### src/rtl/pong_match_ctrl.sv
// rtl/pong_match_ctrl.sv - match sequencer for N-player Pong: game tick, scores, pause, serve delay, winner hold
//
// Ports:
//   clock_i         system clock
//   reset_i         synchronous, active-high reset
//   pause_i         level; freezes PLAY and POINT
//   serve_i         level; starts a match from IDLE
//   scored_i        one-clock pulse per bit, bit i = player i scored
//   game_tick_o     one-clock enable at TICK_RATE while in PLAY
//   round_reset_o   one-clock pulse; ball returns to centre
//   score_update_o  one-clock pulse after the scores register changes
//   scores_o        player i at [i*SCORE_WIDTH +: SCORE_WIDTH]
//   winner_o        one-hot match winner, 0 when no winner
//   state_o         IDLE=0 PLAY=1 PAUSED=2 POINT=3 WIN_HOLD=4
module pong_match_ctrl #(
    parameter int CLOCK_FREQ   = 50000000,
    parameter int TICK_RATE    = 50,
    parameter int N_PLAYERS    = 2,
    parameter int SCORE_WIDTH  = 4,
    parameter int WIN_SCORE    = 9,
    parameter int SERVE_CYCLES = 25000000,
    parameter int HOLD_CYCLES  = 350000000
) (
    input  logic                             clock_i,
    input  logic                             reset_i,
    input  logic                             pause_i,
    input  logic                             serve_i,
    input  logic [N_PLAYERS-1:0]             scored_i,
    output logic                             game_tick_o,
    output logic                             round_reset_o,
    output logic                             score_update_o,
    output logic [N_PLAYERS*SCORE_WIDTH-1:0] scores_o,
    output logic [N_PLAYERS-1:0]             winner_o,
    output logic [2:0]                       state_o
);

    localparam int DIV    = CLOCK_FREQ / TICK_RATE;
    localparam int TICK_W = $clog2(DIV);
    localparam int SW     = N_PLAYERS * SCORE_WIDTH;

    typedef enum logic [2:0] {
        S_IDLE     = 3'd0,
        S_PLAY     = 3'd1,
        S_PAUSED   = 3'd2,
        S_POINT    = 3'd3,
        S_WIN_HOLD = 3'd4
    } state_t;

    state_t                   state_q, state_d;
    logic [TICK_W-1:0]        tick_cnt_q, tick_cnt_d;
    logic [31:0]              serve_cnt_q, serve_cnt_d;
    logic [31:0]              hold_cnt_q, hold_cnt_d;
    logic [SW-1:0]            scores_q, scores_d;
    logic [N_PLAYERS-1:0]     winner_q, winner_d;
    logic                     game_tick_q, game_tick_d;
    logic                     round_reset_q, round_reset_d;
    logic                     score_update_q, score_update_d;

    // Scorer selection: lowest-index set bit wins, others are dropped.
    int                       scorer_idx;
    logic                     scorer_hit;
    logic [SCORE_WIDTH-1:0]   new_score;

    always_comb begin
        scorer_idx = 0;
        scorer_hit = |scored_i;
        for (int i = N_PLAYERS - 1; i >= 0; i--) begin
            if (scored_i[i]) begin
                scorer_idx = i;
            end
        end
        new_score = scores_q[scorer_idx*SCORE_WIDTH +: SCORE_WIDTH] + SCORE_WIDTH'(1);
    end

    always_comb begin
        state_d       = state_q;
        tick_cnt_d    = tick_cnt_q;
        serve_cnt_d   = '0;
        hold_cnt_d    = '0;
        scores_d      = scores_q;
        winner_d      = winner_q;
        game_tick_d   = 1'b0;
        round_reset_d = 1'b0;

        case (state_q)
            S_IDLE: begin
                scores_d   = '0;
                winner_d   = '0;
                tick_cnt_d = '0;
                if (serve_i) begin
                    state_d = S_PLAY;
                end
            end
            S_PLAY: begin
                // Pause wins over a simultaneous score; the divider does not
                // advance in the pausing cycle so the tick phase is preserved.
                if (pause_i) begin
                    state_d = S_PAUSED;
                end else begin
                    if (tick_cnt_q == TICK_W'(DIV - 1)) begin
                        tick_cnt_d  = '0;
                        game_tick_d = 1'b1;
                    end else begin
                        tick_cnt_d = tick_cnt_q + TICK_W'(1);
                    end
                    if (scorer_hit) begin
                        scores_d[scorer_idx*SCORE_WIDTH +: SCORE_WIDTH] = new_score;
                        if (new_score == SCORE_WIDTH'(WIN_SCORE)) begin
                            state_d  = S_WIN_HOLD;
                            winner_d = N_PLAYERS'(1) << scorer_idx;
                        end else begin
                            state_d       = S_POINT;
                            round_reset_d = 1'b1;
                        end
                    end
                end
            end
            S_PAUSED: begin
                if (!pause_i) begin
                    state_d = S_PLAY;
                end
            end
            S_POINT: begin
                if (pause_i) begin
                    serve_cnt_d = serve_cnt_q;
                end else if (serve_cnt_q == 32'(SERVE_CYCLES - 1)) begin
                    state_d    = S_PLAY;
                    tick_cnt_d = '0;
                end else begin
                    serve_cnt_d = serve_cnt_q + 32'd1;
                end
            end
            S_WIN_HOLD: begin
                if (hold_cnt_q == 32'(HOLD_CYCLES - 1)) begin
                    state_d       = S_IDLE;
                    scores_d      = '0;
                    winner_d      = '0;
                    round_reset_d = 1'b1;
                end else begin
                    hold_cnt_d = hold_cnt_q + 32'd1;
                end
            end
            default: begin
                state_d = S_IDLE;
            end
        endcase

        score_update_d = (scores_d != scores_q);
    end

    always_ff @(posedge clock_i) begin
        if (reset_i) begin
            state_q        <= S_IDLE;
            tick_cnt_q     <= '0;
            serve_cnt_q    <= '0;
            hold_cnt_q     <= '0;
            scores_q       <= '0;
            winner_q       <= '0;
            game_tick_q    <= 1'b0;
            round_reset_q  <= 1'b0;
            score_update_q <= 1'b0;
        end else begin
            state_q        <= state_d;
            tick_cnt_q     <= tick_cnt_d;
            serve_cnt_q    <= serve_cnt_d;
            hold_cnt_q     <= hold_cnt_d;
            scores_q       <= scores_d;
            winner_q       <= winner_d;
            game_tick_q    <= game_tick_d;
            round_reset_q  <= round_reset_d;
            score_update_q <= score_update_d;
        end
    end

    assign game_tick_o    = game_tick_q;
    assign round_reset_o  = round_reset_q;
    assign score_update_o = score_update_q;
    assign scores_o       = scores_q;
    assign winner_o       = winner_q;
    assign state_o        = state_q;

endmodule

### config.mk
export PLATFORM = sky130hd
export DESIGN_NAME = pong_match_ctrl
export DESIGN_NICKNAME = d
export VERILOG_FILES = /design/src/rtl/pong_match_ctrl.sv
export SDC_FILE = /design/constraint.sdc
export NUM_CORES = 1
export LEC_CHECK = 0
export CORE_ASPECT_RATIO = 0.75
export CORE_MARGIN = 5
export CORE_UTILIZATION = 60
export CTS_CLUSTER_SIZE = 24
export DETAILED_ROUTE_END_ITERATION = 8
export PLACE_DENSITY_LB_ADDON = 0.12
export SYNTH_ARGS = -nofsm -noshare
export SYNTH_HDL_FRONTEND = slang
export SYNTH_SLANG_ARGS = --single-unit
### constraint.sdc
create_clock -name clock_i -period 3.9 [get_ports clock_i]
set_input_delay 0.78 -clock clock_i [delete_from_list [all_inputs] [get_ports clock_i]]
set_output_delay 0.78 -clock clock_i [all_outputs]
set_load 0.01 [all_outputs]
==> run metrics <==
post-CTS setup repair buffer count=0; register area share after synthesis=39.9%; Synth Net Count=604; crit path kind=primary input to flop; Ys Warns=0; Pwr Density=330 nW/um^2; status=finished clean; Core Box Area=8020 sq um; worst reg2reg path depth=5; clk sink count=100; Post-CTS Hold Buffers=0; CTS max path bufs=2; fin nets=between 600 and 700; post-route cell area=5490 sq um; Clk Latency, worst-skew pair=~0.36 ns; Total GRT Usage=22.5%; Congestion Overflow GR=0; min Tclk post-route=3.16 ns; number of H-tree levels=3; r2r startpoint=hold_cnt_q[12]$_SDFF_PP0_; layout cells sized above 1=7.00%; IO Count=22; Synth top area share=around two fifths; cell leakage power=1.70 nW; number of synthesized flops with an enable pin=0; residual DRC count=0; Starting Density=62.6%; # diodes=0; Synth async-reset ratio=0%; distinct cell type count after synthesis=between 70 and 80; pin count of the biggest net entering global routing=34; critical path endpoint category=flop; Placed Instances=704; Cell Area, Synth=5020 sq um; Mapped Cells=roughly 590; vias per inst=between 5 and 6; Die Wd=116 um; die height=89.2 um; Peak Freq=316 MHz; clk slew on worst S/H paths=around 0.090 ns; cts repair resizes=0; FF-to-FF setup slack=1.25 ns; Slew HR=approximately 27%; initial antenna violation count=0; VDD IR max=230 uV; RSZ-0062 raised after global routing=no; area delta synth->final=9.45%; Final GP Congestion=0.888; input/output buffers=21; worst endpoint data arrival time=about 3.4 ns; Setup violations, final=0; DRT antenna net count=0; Yosys reg bits=100; Critical Path Source Type=primary input; final hold viol count=0; worst-margin pin slew=between 1 and 1.5 ns; post-synth top area cell=dfxtp_1; dpl hpwl=7590 um; worst setup path start=scored_i[0]; Critical Path Sink=round_reset_o$_SDFF_PP0_; Pins Over Slew Limit=0; Final TNS setup=0 ns; RR Endpoint=hold_cnt_q[9]$_SDFF_PP0_; Finished Layout Cells=719; vias in the first global route=4074; top cells by count, synth=dfxtp_1, nor2_1, nand2_1; min setup slack post-route=0.740 ns; First DRT Iteration DRCs=just over 500; Setup Slack @ Placement=0.436 ns; final core occ=68.5%; Area after DPL=5290 sq um; row count=28; CP Max Fanout=12; max cap viols=0; CTS tree=yes; Required @ worst endpoint=4.18 ns; CTS Root Cell=clkbuf_8; Mapped Avg Cell Area=8.45 sq um; worst hold-check path type=flop to flop; via count=4310; drt total wl=10900 um; total CTS buffers=9; DRT Pass-1 Iters=5; routed length per instance=15.2 um; Final period util=81.0%; clk_skew=0.0118 ns; top cells by area, synth=dfxtp_1, nor2_1, xor2_1; first-pass GRT wire length=18700 um; count leader, synth=dfxtp_1; Die ar.=10300 sq um; Top FF cell, synth=dfxtp_1
-- layout make-up --
| type | instances | area [sq um] |
|---|---|---|
| sequential | 100 | 2000 |
| inverter | 10 | 37.5 |
| fill | 686 | 2530 |
| clock buffer | 11 | 151 |
| tap | 105 | 131 |
| clock inverter | 4 | 48.8 |
| timing repair buffer | 24 | 233 |
| multi-input combinational | 465 | 2890 |
-- per-stage QoR --
stage / hold WS, ns / total power (W)
floorplan: 0.438 / 0.00113
CTS: 0.480 / 0.00183
finish: 0.484 / 0.00181
global placement: 0.457 / 0.00116
global route: 0.503 / 0.00188
detailed placement: 0.469 / 0.00116
-- sequential cells by signal, summed over array words and instances (netlist names), 2 cells and up --
register / flops
state_o: 3
hold_cnt_q: 32
serve_cnt_q: 32
scores_o: 8
tick_cnt_q: 20
winner_o: 2
-- worst min-delay path by stage --
stage | from | endpoint | slack, ns | cells past startpoint
global route | winner_o[1]$_SDFFE_PP0P_ | winner_o[1]$_SDFFE_PP0P_ | 0.50 | 2
finish | winner_o[1]$_SDFFE_PP0P_ | winner_o[1]$_SDFFE_PP0P_ | 0.48 | 2
floorplan | hold_cnt_q[0]$_SDFF_PP0_ | hold_cnt_q[0]$_SDFF_PP0_ | 0.44 | 1
CTS | winner_o[1]$_SDFFE_PP0P_ | winner_o[1]$_SDFFE_PP0P_ | 0.48 | 2
detailed placement | winner_o[1]$_SDFFE_PP0P_ | winner_o[1]$_SDFFE_PP0P_ | 0.47 | 2
global placement | hold_cnt_q[0]$_SDFF_PP0_ | hold_cnt_q[0]$_SDFF_PP0_ | 0.46 | 1
-- metal layers --
layer	track usage, %	vias to the layer above	routed length [um]
met5	0	-	0
met4	7.14	0	120
met3	5.14	13	550
met2	36.0	113	4850
met1	30.4	2043	5380
li1	-	2141	-
-- power by group --
part	leakage (nW)	switching (W)	total (W)	internal (W)
logic	0.791	0.0000652	0.000105	0.0000403
registers	0.806	0.0000105	0.00104	0.00103
clock network	0.105	0.000344	0.000672	0.000327
-- layout by cell type, fill, tap and decap left out, types with 3 or more instances in the layout --
cell type,count
a22oi_1,5
and4_1,4
nor3b_1,3
nand2_1,54
nand4bb_1,3
nand3b_1,5
a211oi_1,5
nor2_1,90
ha_1,4
or3_1,16
nand4_1,16
and3_1,13
or4_1,4
and2_1,5
nand2b_1,3
nor4_1,6
a21oi_1,30
buf_4,3
o21ai_0,23
nand3_1,29
nor2b_1,10
nor4b_1,4
inv_1,10
mux2i_1,6
o22ai_1,3
xor2_1,36
nor3_1,10
dfxtp_1,100
xnor2_1,23
a31oi_1,5
clkdlybuf4s50_1,21
clkbuf_8,11
-- logic make-up (layout without fill, tap and decap cells) --
logic type	Yosys count	count (layout)	synth area share, %
xor+xnor	59	59	10.3
mux	7	7	1.42
simple gates	299	299	32.3
buf+inv	29	49	2.62
flops	100	100	39.9
compound gates	96	96	12.5
fa+ha+maj	4	4	0.997
-- worst max-delay path: stages --
cell,delay (ns)
clkdlybuf4s50_1,0.50
nor2b_2,0.44
mux2_2,0.39
ha_1,0.24
xnor2_1,0.33
nor2_1,0.15
or4_1,0.41
a211oi_1,0.19
Note: power is estimated with default switching activity, not from simulation.
